## config.mk

```make
export PLATFORM = sky130hd
export DESIGN_NAME = dcache_dm_flat
export DESIGN_NICKNAME = d
export VERILOG_FILES = /design/src/rtl/dcache_dm_if.sv /design/src/rtl/dcache_dm.sv /design/src/flat_wrapper.sv
export SDC_FILE = /design/constraint.sdc
export NUM_CORES = 2
export LEC_CHECK = 0
export CAP_MARGIN = 20
export CORE_ASPECT_RATIO = 1.25
export CORE_MARGIN = 2
export CORE_UTILIZATION = 35
export DETAILED_ROUTE_END_ITERATION = 8
export GPL_ROUTABILITY_DRIVEN = 0
export SYNTH_ARGS = -nofsm -noshare
export SYNTH_HDL_FRONTEND = slang
export SYNTH_SLANG_ARGS = --single-unit
```

## constraint.sdc

```tcl
create_clock -name CLK -period 6.83 [get_ports CLK]
set_clock_uncertainty 0.15 [all_clocks]
set_input_delay 2.049 -clock CLK [delete_from_list [all_inputs] [get_ports CLK]]
set_output_delay 2.049 -clock CLK [all_outputs]
set_load 0.02 [all_outputs]
```

## src/rtl/dcache_dm_if.sv

```systemverilog
// rtl/dcache_dm_if.sv - core load/store port and backing-memory bus for dcache_dm
interface dcache_dm_if #(
    parameter int DATA_WIDTH = 32,
    parameter int ADDR_WIDTH = 32
);
    logic                    cpu_req;
    logic                    cpu_we;
    logic [DATA_WIDTH/8-1:0] cpu_be;
    logic [ADDR_WIDTH-1:0]   cpu_addr;
    logic [DATA_WIDTH-1:0]   cpu_wdata;
    logic [DATA_WIDTH-1:0]   cpu_rdata;
    logic                    cpu_stall;
    logic                    mem_req;
    logic                    mem_we;
    logic [DATA_WIDTH/8-1:0] mem_be;
    logic [ADDR_WIDTH-1:0]   mem_addr;
    logic [DATA_WIDTH-1:0]   mem_wdata;
    logic [DATA_WIDTH-1:0]   mem_rdata;
    logic                    mem_ack;

    // Cache side
    modport slave (
        input  cpu_req, cpu_we, cpu_be, cpu_addr, cpu_wdata, mem_rdata, mem_ack,
        output cpu_rdata, cpu_stall, mem_req, mem_we, mem_be, mem_addr, mem_wdata
    );

    // Core plus backing memory side
    modport master (
        output cpu_req, cpu_we, cpu_be, cpu_addr, cpu_wdata, mem_rdata, mem_ack,
        input  cpu_rdata, cpu_stall, mem_req, mem_we, mem_be, mem_addr, mem_wdata
    );
endinterface

```

## src/rtl/dcache_dm.sv

```systemverilog
// rtl/dcache_dm.sv - direct-mapped write-through no-write-allocate data cache (optional DCACHE_STATS_EN)
module dcache_dm #(
    parameter int DATA_WIDTH = 32,
    parameter int ADDR_WIDTH = 32,
    parameter int NUM_LINES  = 16,
    parameter int LINE_WORDS = 4
) (
    input  logic        CLK,
    input  logic        RST,
    dcache_dm_if.slave  bus
`ifdef DCACHE_STATS_EN
    ,
    output logic [31:0] hit_count,
    output logic [31:0] miss_count
`endif
);
    localparam int BYTES = DATA_WIDTH / 8;
    localparam int BB    = (BYTES > 1) ? $clog2(BYTES) : 0;
    localparam int OB    = (LINE_WORDS > 1) ? $clog2(LINE_WORDS) : 0;
    localparam int IB    = $clog2(NUM_LINES);
    localparam int TB    = ADDR_WIDTH - BB - OB - IB;
    localparam int CW    = (OB > 0) ? OB : 1;
    localparam int PW    = $clog2(NUM_LINES * LINE_WORDS);

    typedef enum logic [1:0] {IDLE, REFILL, WRITE} state_t;

    state_t                state;
    logic [DATA_WIDTH-1:0] data_q [NUM_LINES*LINE_WORDS];
    logic [TB-1:0]         tag_q  [NUM_LINES];
    logic [NUM_LINES-1:0]  valid_q;
    logic [CW-1:0]         cnt_q;

    logic                  mem_req_q;
    logic                  mem_we_q;
    logic [BYTES-1:0]      mem_be_q;
    logic [ADDR_WIDTH-1:0] mem_addr_q;
    logic [DATA_WIDTH-1:0] mem_wdata_q;

    logic [TB-1:0]         req_tag;
    logic [IB-1:0]         req_idx;
    logic [CW-1:0]         req_off;
    logic [ADDR_WIDTH-1:0] word_addr;
    logic [ADDR_WIDTH-1:0] line_base;
    logic [PW-1:0]         hit_ptr;
    logic [PW-1:0]         fill_ptr;
    logic                  hit;
    logic                  ack_v;
    logic                  last_word;
    logic [CW-1:0]         cnt_next;

    logic                  stall_c;
    logic [DATA_WIDTH-1:0] rdata_c;

    assign req_tag   = bus.cpu_addr[ADDR_WIDTH-1 -: TB];
    assign req_idx   = bus.cpu_addr[BB+OB +: IB];
    assign req_off   = CW'(bus.cpu_addr >> BB) & CW'(LINE_WORDS - 1);
    assign word_addr = bus.cpu_addr & ~ADDR_WIDTH'(BYTES - 1);
    assign line_base = bus.cpu_addr & ~ADDR_WIDTH'(LINE_WORDS * BYTES - 1);
    assign hit_ptr   = (PW'(req_idx) << OB) | PW'(req_off);
    assign fill_ptr  = (PW'(req_idx) << OB) | PW'(cnt_q);
    assign hit       = valid_q[req_idx] && (tag_q[req_idx] == req_tag);
    assign ack_v     = bus.mem_ack && mem_req_q;
    assign last_word = (cnt_q == CW'(LINE_WORDS - 1));
    assign cnt_next  = last_word ? '0 : CW'(cnt_q + 1'b1);

    assign bus.mem_req   = mem_req_q;
    assign bus.mem_we    = mem_we_q;
    assign bus.mem_be    = mem_be_q;
    assign bus.mem_addr  = mem_addr_q;
    assign bus.mem_wdata = mem_wdata_q;
    assign bus.cpu_stall = stall_c;
    assign bus.cpu_rdata = rdata_c;

    // Stall and hit data are combinational so a load hit costs no extra cycle
    always_comb begin
        stall_c = 1'b0;
        rdata_c = '0;
        case (state)
            IDLE: begin
                if (bus.cpu_req) begin
                    if (bus.cpu_we || !hit) stall_c = 1'b1;
                    else                    rdata_c = data_q[hit_ptr];
                end
            end
            REFILL:  stall_c = 1'b1;
            WRITE:   stall_c = !ack_v;
            default: stall_c = 1'b0;
        endcase
    end

    // Control FSM: owns valid bits, refill counter and the registered backing bus
    always_ff @(posedge CLK) begin
        if (RST) begin
            state       <= IDLE;
            valid_q     <= '0;
            cnt_q       <= '0;
            mem_req_q   <= 1'b0;
            mem_we_q    <= 1'b0;
            mem_be_q    <= '0;
            mem_addr_q  <= '0;
            mem_wdata_q <= '0;
        end else begin
            case (state)
                IDLE: begin
                    if (bus.cpu_req && bus.cpu_we) begin
                        state       <= WRITE;
                        mem_req_q   <= 1'b1;
                        mem_we_q    <= 1'b1;
                        mem_be_q    <= bus.cpu_be;
                        mem_addr_q  <= word_addr;
                        mem_wdata_q <= bus.cpu_wdata;
                    end else if (bus.cpu_req && !hit) begin
                        // Line is invalid until the whole refill lands, so an abort leaves no stale words visible
                        state            <= REFILL;
                        valid_q[req_idx] <= 1'b0;
                        cnt_q            <= '0;
                        mem_req_q        <= 1'b1;
                        mem_we_q         <= 1'b0;
                        mem_be_q         <= '1;
                        mem_addr_q       <= line_base;
                    end
                end
                REFILL: begin
                    if (ack_v) begin
                        cnt_q <= cnt_next;
                        if (last_word) begin
                            state            <= IDLE;
                            valid_q[req_idx] <= 1'b1;
                            mem_req_q        <= 1'b0;
                        end else begin
                            mem_addr_q <= line_base | (ADDR_WIDTH'(cnt_next) << BB);
                        end
                    end
                end
                WRITE: begin
                    if (ack_v) begin
                        state     <= IDLE;
                        mem_req_q <= 1'b0;
                        mem_we_q  <= 1'b0;
                    end
                end
                default: state <= IDLE;
            endcase
        end
    end

    // Data and tag arrays: refill words on read acks, merge store bytes on a write ack that hits
    always_ff @(posedge CLK) begin
        if (!RST && ack_v) begin
            if (state == REFILL) begin
                data_q[fill_ptr] <= bus.mem_rdata;
                if (last_word) tag_q[req_idx] <= req_tag;
            end else if (state == WRITE && hit) begin
                for (int b = 0; b < BYTES; b++) begin
                    if (bus.cpu_be[b]) data_q[hit_ptr][b*8 +: 8] <= bus.cpu_wdata[b*8 +: 8];
                end
            end
        end
    end

`ifdef DCACHE_STATS_EN
    // Hit/miss counters; the hit that completes a refilled load is counted as a hit too
    always_ff @(posedge CLK) begin
        if (RST) begin
            hit_count  <= '0;
            miss_count <= '0;
        end else if (state == IDLE && bus.cpu_req && !bus.cpu_we) begin
            if (hit) hit_count  <= hit_count + 32'd1;
            else     miss_count <= miss_count + 32'd1;
        end
    end
`endif
endmodule

```

## src/flat_wrapper.sv

```systemverilog
// flat-port wrapper written by rule: the top's interface ports become plain ports
module dcache_dm_flat 
#(
    parameter int DATA_WIDTH = 32,
    parameter int ADDR_WIDTH = 32,
    parameter int NUM_LINES  = 16,
    parameter int LINE_WORDS = 4
)
  (CLK, RST, bus_cpu_req, bus_cpu_we, bus_cpu_be, bus_cpu_addr, bus_cpu_wdata, bus_mem_rdata, bus_mem_ack, bus_cpu_rdata, bus_cpu_stall, bus_mem_req, bus_mem_we, bus_mem_be, bus_mem_addr, bus_mem_wdata);
  dcache_dm_if #(.DATA_WIDTH(DATA_WIDTH), .ADDR_WIDTH(ADDR_WIDTH)) bus_i ();
  input  logic CLK;
  input  logic RST;
  input wire logic [$bits(bus_i.cpu_req)-1:0] bus_cpu_req;
  input wire logic [$bits(bus_i.cpu_we)-1:0] bus_cpu_we;
  input wire logic [$bits(bus_i.cpu_be)-1:0] bus_cpu_be;
  input wire logic [$bits(bus_i.cpu_addr)-1:0] bus_cpu_addr;
  input wire logic [$bits(bus_i.cpu_wdata)-1:0] bus_cpu_wdata;
  input wire logic [$bits(bus_i.mem_rdata)-1:0] bus_mem_rdata;
  input wire logic [$bits(bus_i.mem_ack)-1:0] bus_mem_ack;
  output wire logic [$bits(bus_i.cpu_rdata)-1:0] bus_cpu_rdata;
  output wire logic [$bits(bus_i.cpu_stall)-1:0] bus_cpu_stall;
  output wire logic [$bits(bus_i.mem_req)-1:0] bus_mem_req;
  output wire logic [$bits(bus_i.mem_we)-1:0] bus_mem_we;
  output wire logic [$bits(bus_i.mem_be)-1:0] bus_mem_be;
  output wire logic [$bits(bus_i.mem_addr)-1:0] bus_mem_addr;
  output wire logic [$bits(bus_i.mem_wdata)-1:0] bus_mem_wdata;
  assign bus_i.cpu_req = bus_cpu_req;
  assign bus_i.cpu_we = bus_cpu_we;
  assign bus_i.cpu_be = bus_cpu_be;
  assign bus_i.cpu_addr = bus_cpu_addr;
  assign bus_i.cpu_wdata = bus_cpu_wdata;
  assign bus_i.mem_rdata = bus_mem_rdata;
  assign bus_i.mem_ack = bus_mem_ack;
  assign bus_cpu_rdata = bus_i.cpu_rdata;
  assign bus_cpu_stall = bus_i.cpu_stall;
  assign bus_mem_req = bus_i.mem_req;
  assign bus_mem_we = bus_i.mem_we;
  assign bus_mem_be = bus_i.mem_be;
  assign bus_mem_addr = bus_i.mem_addr;
  assign bus_mem_wdata = bus_i.mem_wdata;
  dcache_dm #(.DATA_WIDTH(DATA_WIDTH), .ADDR_WIDTH(ADDR_WIDTH), .NUM_LINES(NUM_LINES), .LINE_WORDS(LINE_WORDS)) u_core (.CLK(CLK), .RST(RST), .bus(bus_i));
endmodule
```

## Yosys cells after proc, flatten, opt, wreduce, memory -nomap -nowiden

Memories as Yosys holds them, arrays and structs flattened.
Index checks and enable logic that the tools add are counted.

- Register bits: 90
- Latch bits: 0
- Memory bits (writable): 2432
- Bits in read-only memories: 0
- Memories kept: 2

- $add $sub $neg: 1
- Multiply operators: 0
- Div/mod/pow operators: 0
- Magnitude comparators: 2
- Eq/ne operators: 11
- Shift-type cells: 0
- Mux-type cells: 72
- Bitwise operators: 6
- Reduce and logical (&&, ||, !) cells: 25

Memories:

| name | depth | bits a word | rd ports | clocked after memory_dff | wr ports | RTL line | source |
|---|---|---|---|---|---|---|---|
| u_core.data_q | 64 | 32 | 1 | 0 | 1 | dcache_dm.sv:28 | `logic [DATA_WIDTH-1:0] data_q [NUM_LINES*LINE_WORDS];` |
| u_core.tag_q | 16 | 24 | 1 | 0 | 1 | dcache_dm.sv:29 | `logic [TB-1:0] tag_q [NUM_LINES];` |

Operators with widths:

| kind | count |
|---|---|
| 32-bit two-way mux | 8 |
| 16-bit two-way mux | 4 |
| 32-bit one-hot mux with 2 select lines | 1 |
| 1-bit two-way mux | 38 |
| 32-bit by 4-bit bitwise OR with 32-bit output | 1 |
| 16-bit one-hot mux with 2 select lines | 1 |
| 32-bit OR reduction | 1 |
| 24-bit == test | 1 |
| 2-bit two-way mux | 9 |
| 16-bit AND | 1 |
| 16-bit inverter | 1 |
| 16-bit bitwise OR | 1 |
| 4-bit two-way mux | 3 |
| 6-bit by 2-bit bitwise OR with 6-bit output | 2 |
| 4-bit AND reduction | 3 |
| 5-bit AND reduction | 2 |
| 2-bit by 1-bit inequality test with 1-bit output (second input constant) | 4 |
| 1-bit logical AND | 7 |
| 6-bit two-way mux | 1 |
| 1-bit one-hot mux with 3 select lines | 2 |
| 2-bit one-hot mux with 3 select lines | 1 |
| 2-bit nonzero test | 3 |
| 4-bit by 5-bit < comparator with 1-bit output (second input constant) | 1 |
| 1-bit binary-select mux with 4-bit select | 1 |
| 15 further kinds | 20 |

## Longest topological paths before layout

- Word-level depth: 10
- Depth in mapped cells: 17
- Mapped depth without buffers: 10

## Least setup slack after synthesis

Ideal clock, no wire load.

- Path type: in2out
- Start point: in bus_cpu_addr[5]
- End point: out bus_cpu_rdata[23]
- Arrival: 5.730 ns
- Required time: 4.631 ns
- Slack: -1.099 ns
- Stages on the path: 14
- Path buffers: 5
- Cells stage by stage: buf_6 > buf_8 > buf_6 > buf_6 > mux2i_1 > nor3_1 > a2111oi_2 > o2111ai_1 > a211oi_1 > o2111ai_1 > nor3_2 > nand3_1 > clkbuf_1 > a2111oi_0

- Cells in the longest elaborated chain, start to end: 8
- Elaborated cells between the ends (all ways): 12
- Classes of those cells: 1 x eq/ne; 5 x mux; 1 x bitwise; 3 x reduce/logical; 2 x memory

Ends and longest elaborated chain:

| what | RTL line | source |
|---|---|---|
| from (decl) | flat_wrapper.sv:16 | `input wire logic [$bits(bus_i.cpu_addr)-1:0] bus_cpu_addr;` |
| memory read 16 x 24 bit / 1-bit binary-select mux with 4-bit select (equally long branches) | -- |  |
| 24-bit == test / 1-bit two-way mux (equally long branches) | dcache_dm.sv:61 | `assign hit = valid_q[req_idx] && (tag_q[req_idx] == req_tag);` |
| 1-bit logical AND | dcache_dm.sv:61 |  |
| 1-bit zero test | dcache_dm.sv:81 | `if (bus.cpu_we \|\| !hit) stall_c = 1'b1;` |
| 1-bit logical OR | dcache_dm.sv:81 |  |
| 32-bit two-way mux (*) | dcache_dm.sv:81 |  |
| 32-bit two-way mux (*) | dcache_dm.sv:80 | `if (bus.cpu_req) begin` |
| 32-bit two-way mux (*) | dcache_dm.sv:78 | `case (state)` |
| to (decl) | flat_wrapper.sv:20 | `output wire logic [$bits(bus_i.cpu_rdata)-1:0] bus_cpu_rdata;` |

Mark *: on every way between the ends. The rest lies on a longest branch, timed or not. The select of a mux whose other input is x is not followed.

## Final worst setup path

- Start point: in bus_cpu_addr[5]
- End point: out bus_cpu_rdata[20]

The elaborated chain is that of the path after synthesis.

==> results.txt <==
Power per cell area -> 270.0 nW/um2
Seq/Total Area, Yosys -> 0.7584
Maximum clock rate -> 128.8 MHz
Port bufs -> 203
Layout Cells excl Fill -> 9769
Io pins -> 208
RR Startpoint -> u_core.tag_q[0][17]$_DFFE_PP_
Critical Path Sink -> bus_cpu_rdata[20]
Final cycle utilization of the critical path -> 1.137
Final Net Count -> 5956
Max Cap Viol -> 0
Initial Utilization -> 0.3523
Layout area overhead -> 23.39%
Synth cell count leaders -> edfxtp_1, mux4_2, nor2_1
Iter 0 DRT Violations -> 5398
Layout Utilization -> 0.4347
Number of synthesized flops with an enable pin -> 2432
CP Data Required Time -> 4.63 ns
Worst Setup End Kind -> primary output
Slowest stage delay, CP -> 0.51 ns
Tmin final -> 7.764 ns
Cell variety after synth -> 70
Critical path, cell by cell -> buf_16, buf_12, buf_16, mux4_2, mux2_2, a21oi_2, nand4b_1, o31ai_1, nand4_1, buf_4, nor3_4, nand3_4, buf_6, buf_12, a2111oi_4, buf_6, buf_12
Reg2reg end -> u_core.data_q[20][1]$_DFFE_PP_
Failing checks -> setup timing
Die Height -> 597.5 um
Fillcell total -> 23901
Number of global-route vias before repair -> 53979
Site Rows -> 217
WL/cell -> 27.87 um
Synth warn -> 0
Slew @ Worst Pin -> 1.036 ns
Dpl ws -> -1.580 ns
H-tree levels -> 4
Die footprint -> 286100 um2
CP Depth -> 17
Initial antenna violation count -> 8
Synth Register Bits -> 2520
Worst Path Arrival -> 5.56 ns
Clock slew at reported path FFs -> 0.06 ns
Final hold vios -> 0
Crit-path leading delay family -> buffers and inverters
Die X -> 478.8 um
Global-route wire length before repair -> 388900 um
Synth top area share -> 0.7405
Fin Setup TNS -> -26.88 ns
Total Power -> 32.86 mW
Grt ovf -> 0
Crit Path Class -> in -> out
Dpl cells -> 9289
Share of layout cells above drive strength 1 -> 0.3498
DP Area -> 112800 um2
CTS buffer count -> 249
R2R depth -> 17
Clock buffer depth -> 4
Synth top area cells -> edfxtp_1, mux4_2, mux2i_1
Final Hold Slack -> 0.3043 ns
CP Launch Type -> input pin
Clock Sinks -> 2520
# DRC -> 0
Routed Antenna Nets -> 0
Root Buffer -> clkbuf_16
R2R setup slack -> 1.77 ns
Max-slew violation count -> 0
Status -> complete, but fails checks
RSZ-0062 raised after global routing -> yes
Setup Viol. Count Final -> 33
Worst VDD drop -> 211.8 uV
Slew headroom -> 0.3091
Vias -> 52240
Lkg Pwr -> 39.78 nW
Final worst slack -> -0.9337 ns
Syn Inst Count -> 4765
Final instance area -> 121700 um2
Critical path fanouts, max -> 20
CP Buf/Inv Count -> 8
Top-count cell post-synth -> edfxtp_1
First-pass DRT Iterations -> 5
Core ar. -> 279900 um2
Synth Cell Area -> 98620 um2
Syn Area/Cell -> 20.70 um2
Total GRT Usage -> 0.1870
Cell mode on critical path -> buf_12
Worst Hold Class -> reg -> reg
Vias/cell -> 5.348
Clk_lat worst skew -> 0.93 ns
Leading area contributor after synthesis -> edfxtp_1
CP startpoint -> bus_cpu_addr[5]
WL final -> 272300 um
Ys async rst share -> 0
Most used DFF post-synth -> edfxtp_1
HPWL Detailed -> 173000 um
Max stage delay cell, worst path -> mux4_2
Largest net degree at the start of global routing -> 66
Hold-fix buffers at CTS -> 0
TritonCTS clock tree -> built
==> flip-flops by register name (all words and copies together) (netlist names), named ones only <==
| signal | cells |
|---|---|
| u_core.data_q | 2048 |
| u_core.tag_q | 384 |
| u_core.bus.mem_wdata | 32 |
| u_core.bus.mem_addr | 30 |
| u_core.bus.mem_be | 4 |
| u_core.cnt_q | 2 |
| u_core.state | 2 |
| u_core.bus.mem_req | 1 |
| u_core.bus.mem_we | 1 |
==> worst min path at each step <==
stage / from / endpoint / slack (ns) / cells after the start
2_1_floorplan: flip-flop / flip-flop / 0.30 / 2
3_3_place_gp: u_core.bus.mem_wdata[14]$_SDFFE_PP0P_ / u_core.bus.mem_wdata[14]$_SDFFE_PP0P_ / 0.29 / 2
3_5_place_dp: u_core.bus.mem_wdata[9]$_SDFFE_PP0P_ / u_core.bus.mem_wdata[9]$_SDFFE_PP0P_ / 0.30 / 2
4_1_cts: u_core.bus.mem_wdata[9]$_SDFFE_PP0P_ / u_core.bus.mem_wdata[9]$_SDFFE_PP0P_ / 0.31 / 2
5_1_grt: u_core.bus.mem_wdata[1]$_SDFFE_PP0P_ / u_core.bus.mem_wdata[1]$_SDFFE_PP0P_ / 0.33 / 2
6_report: u_core.bus.mem_wdata[9]$_SDFFE_PP0P_ / u_core.bus.mem_wdata[9]$_SDFFE_PP0P_ / 0.30 / 2
==> cell type report <==
| class | count | area (um2) | share of cell area |
|---|---|---|---|
| diodes | 2 | 5.005 | 0.00004113 |
| clock buffers | 308 | 6554 | 0.05386 |
| clock inverters | 141 | 1521 | 0.01250 |
| inverters | 17 | 63.81 | 0.0005244 |
| multi-input cells | 1945 | 23250 | 0.1911 |
| flip-flops and latches | 2520 | 74790 | 0.6146 |
| well taps | 3723 | 4658 | 0.03828 |
| repair buffers | 1113 | 10840 | 0.08910 |
==> report_power, final <==
group          switching [mW]  internal, mW  total, mW
logic                    1.29         0.938       2.23
clock network            5.84          7.78       13.6
registers              0.0285          17.0       17.0
==> repair_timing <==
action / 4_1_cts / 5_1_grt
pin swaps: 13 / 15
setup buffers: 17 / 6
resized for setup: 95 / 22
setup endpoints to repair: 33 / 33
gates cloned: 8 / 1
==> per-layer routing <==
metal | routed length [um] | GRT usage | up-vias
li1 | - | - | 21894
met3 | 18510 | 0.02827 | 453
met4 | 9888 | 0.06354 | 6
met2 | 137000 | 0.3191 | 2005
met1 | 106800 | 0.2436 | 27882
met5 | 46 | 0 | -
==> tightest hold or removal path, delay by kind of cell, from the launching register on <==
kind / cells / cell delay (ns)
flops: 1 / 0.31
simple gates: 1 / 0.05
compound gates: 1 / 0.05
==> cell usage in the layout (no fill, tap or decap), types with 12 or more instances in the layout <==
master,netlist,routed
nor2_4,0,15
nand2_1,162,161
inv_1,16,15
a211oi_1,24,20
buf_12,1,127
clkbuf_16,0,251
clkdlybuf4s50_1,0,163
o211ai_1,13,13
buf_4,9,764
dfxtp_1,88,88
a21oi_1,72,70
a22oi_1,27,26
mux2i_1,183,182
nor2_1,355,335
clkinv_2,0,41
xnor2_1,13,13
bufinv_16,0,26
nor3_1,24,12
nand2b_1,23,22
clkbuf_1,135,50
clkinv_1,1,47
mux4_2,623,623
o21ai_0,54,54
o22ai_1,91,91
buf_6,22,40
mux2_2,83,83
edfxtp_1,2432,2432
==> logic make-up (layout without fill, tap and decap cells) <==
kind of cell,Yosys count,count (layout),synth area share
adder cells (fa/ha/maj),5,5,0.0006343
buffers and inverters,301,1579,0.01444
other,1,4,0.00003802
AND/OR/NAND/NOR,649,649,0.02853
XOR/XNOR,24,24,0.002131
flip-flops,2520,2520,0.7584
AO/OA/AOI/OAI,376,376,0.02555
multiplexers,889,889,0.1703
Note: power is estimated with default switching activity, not from simulation.
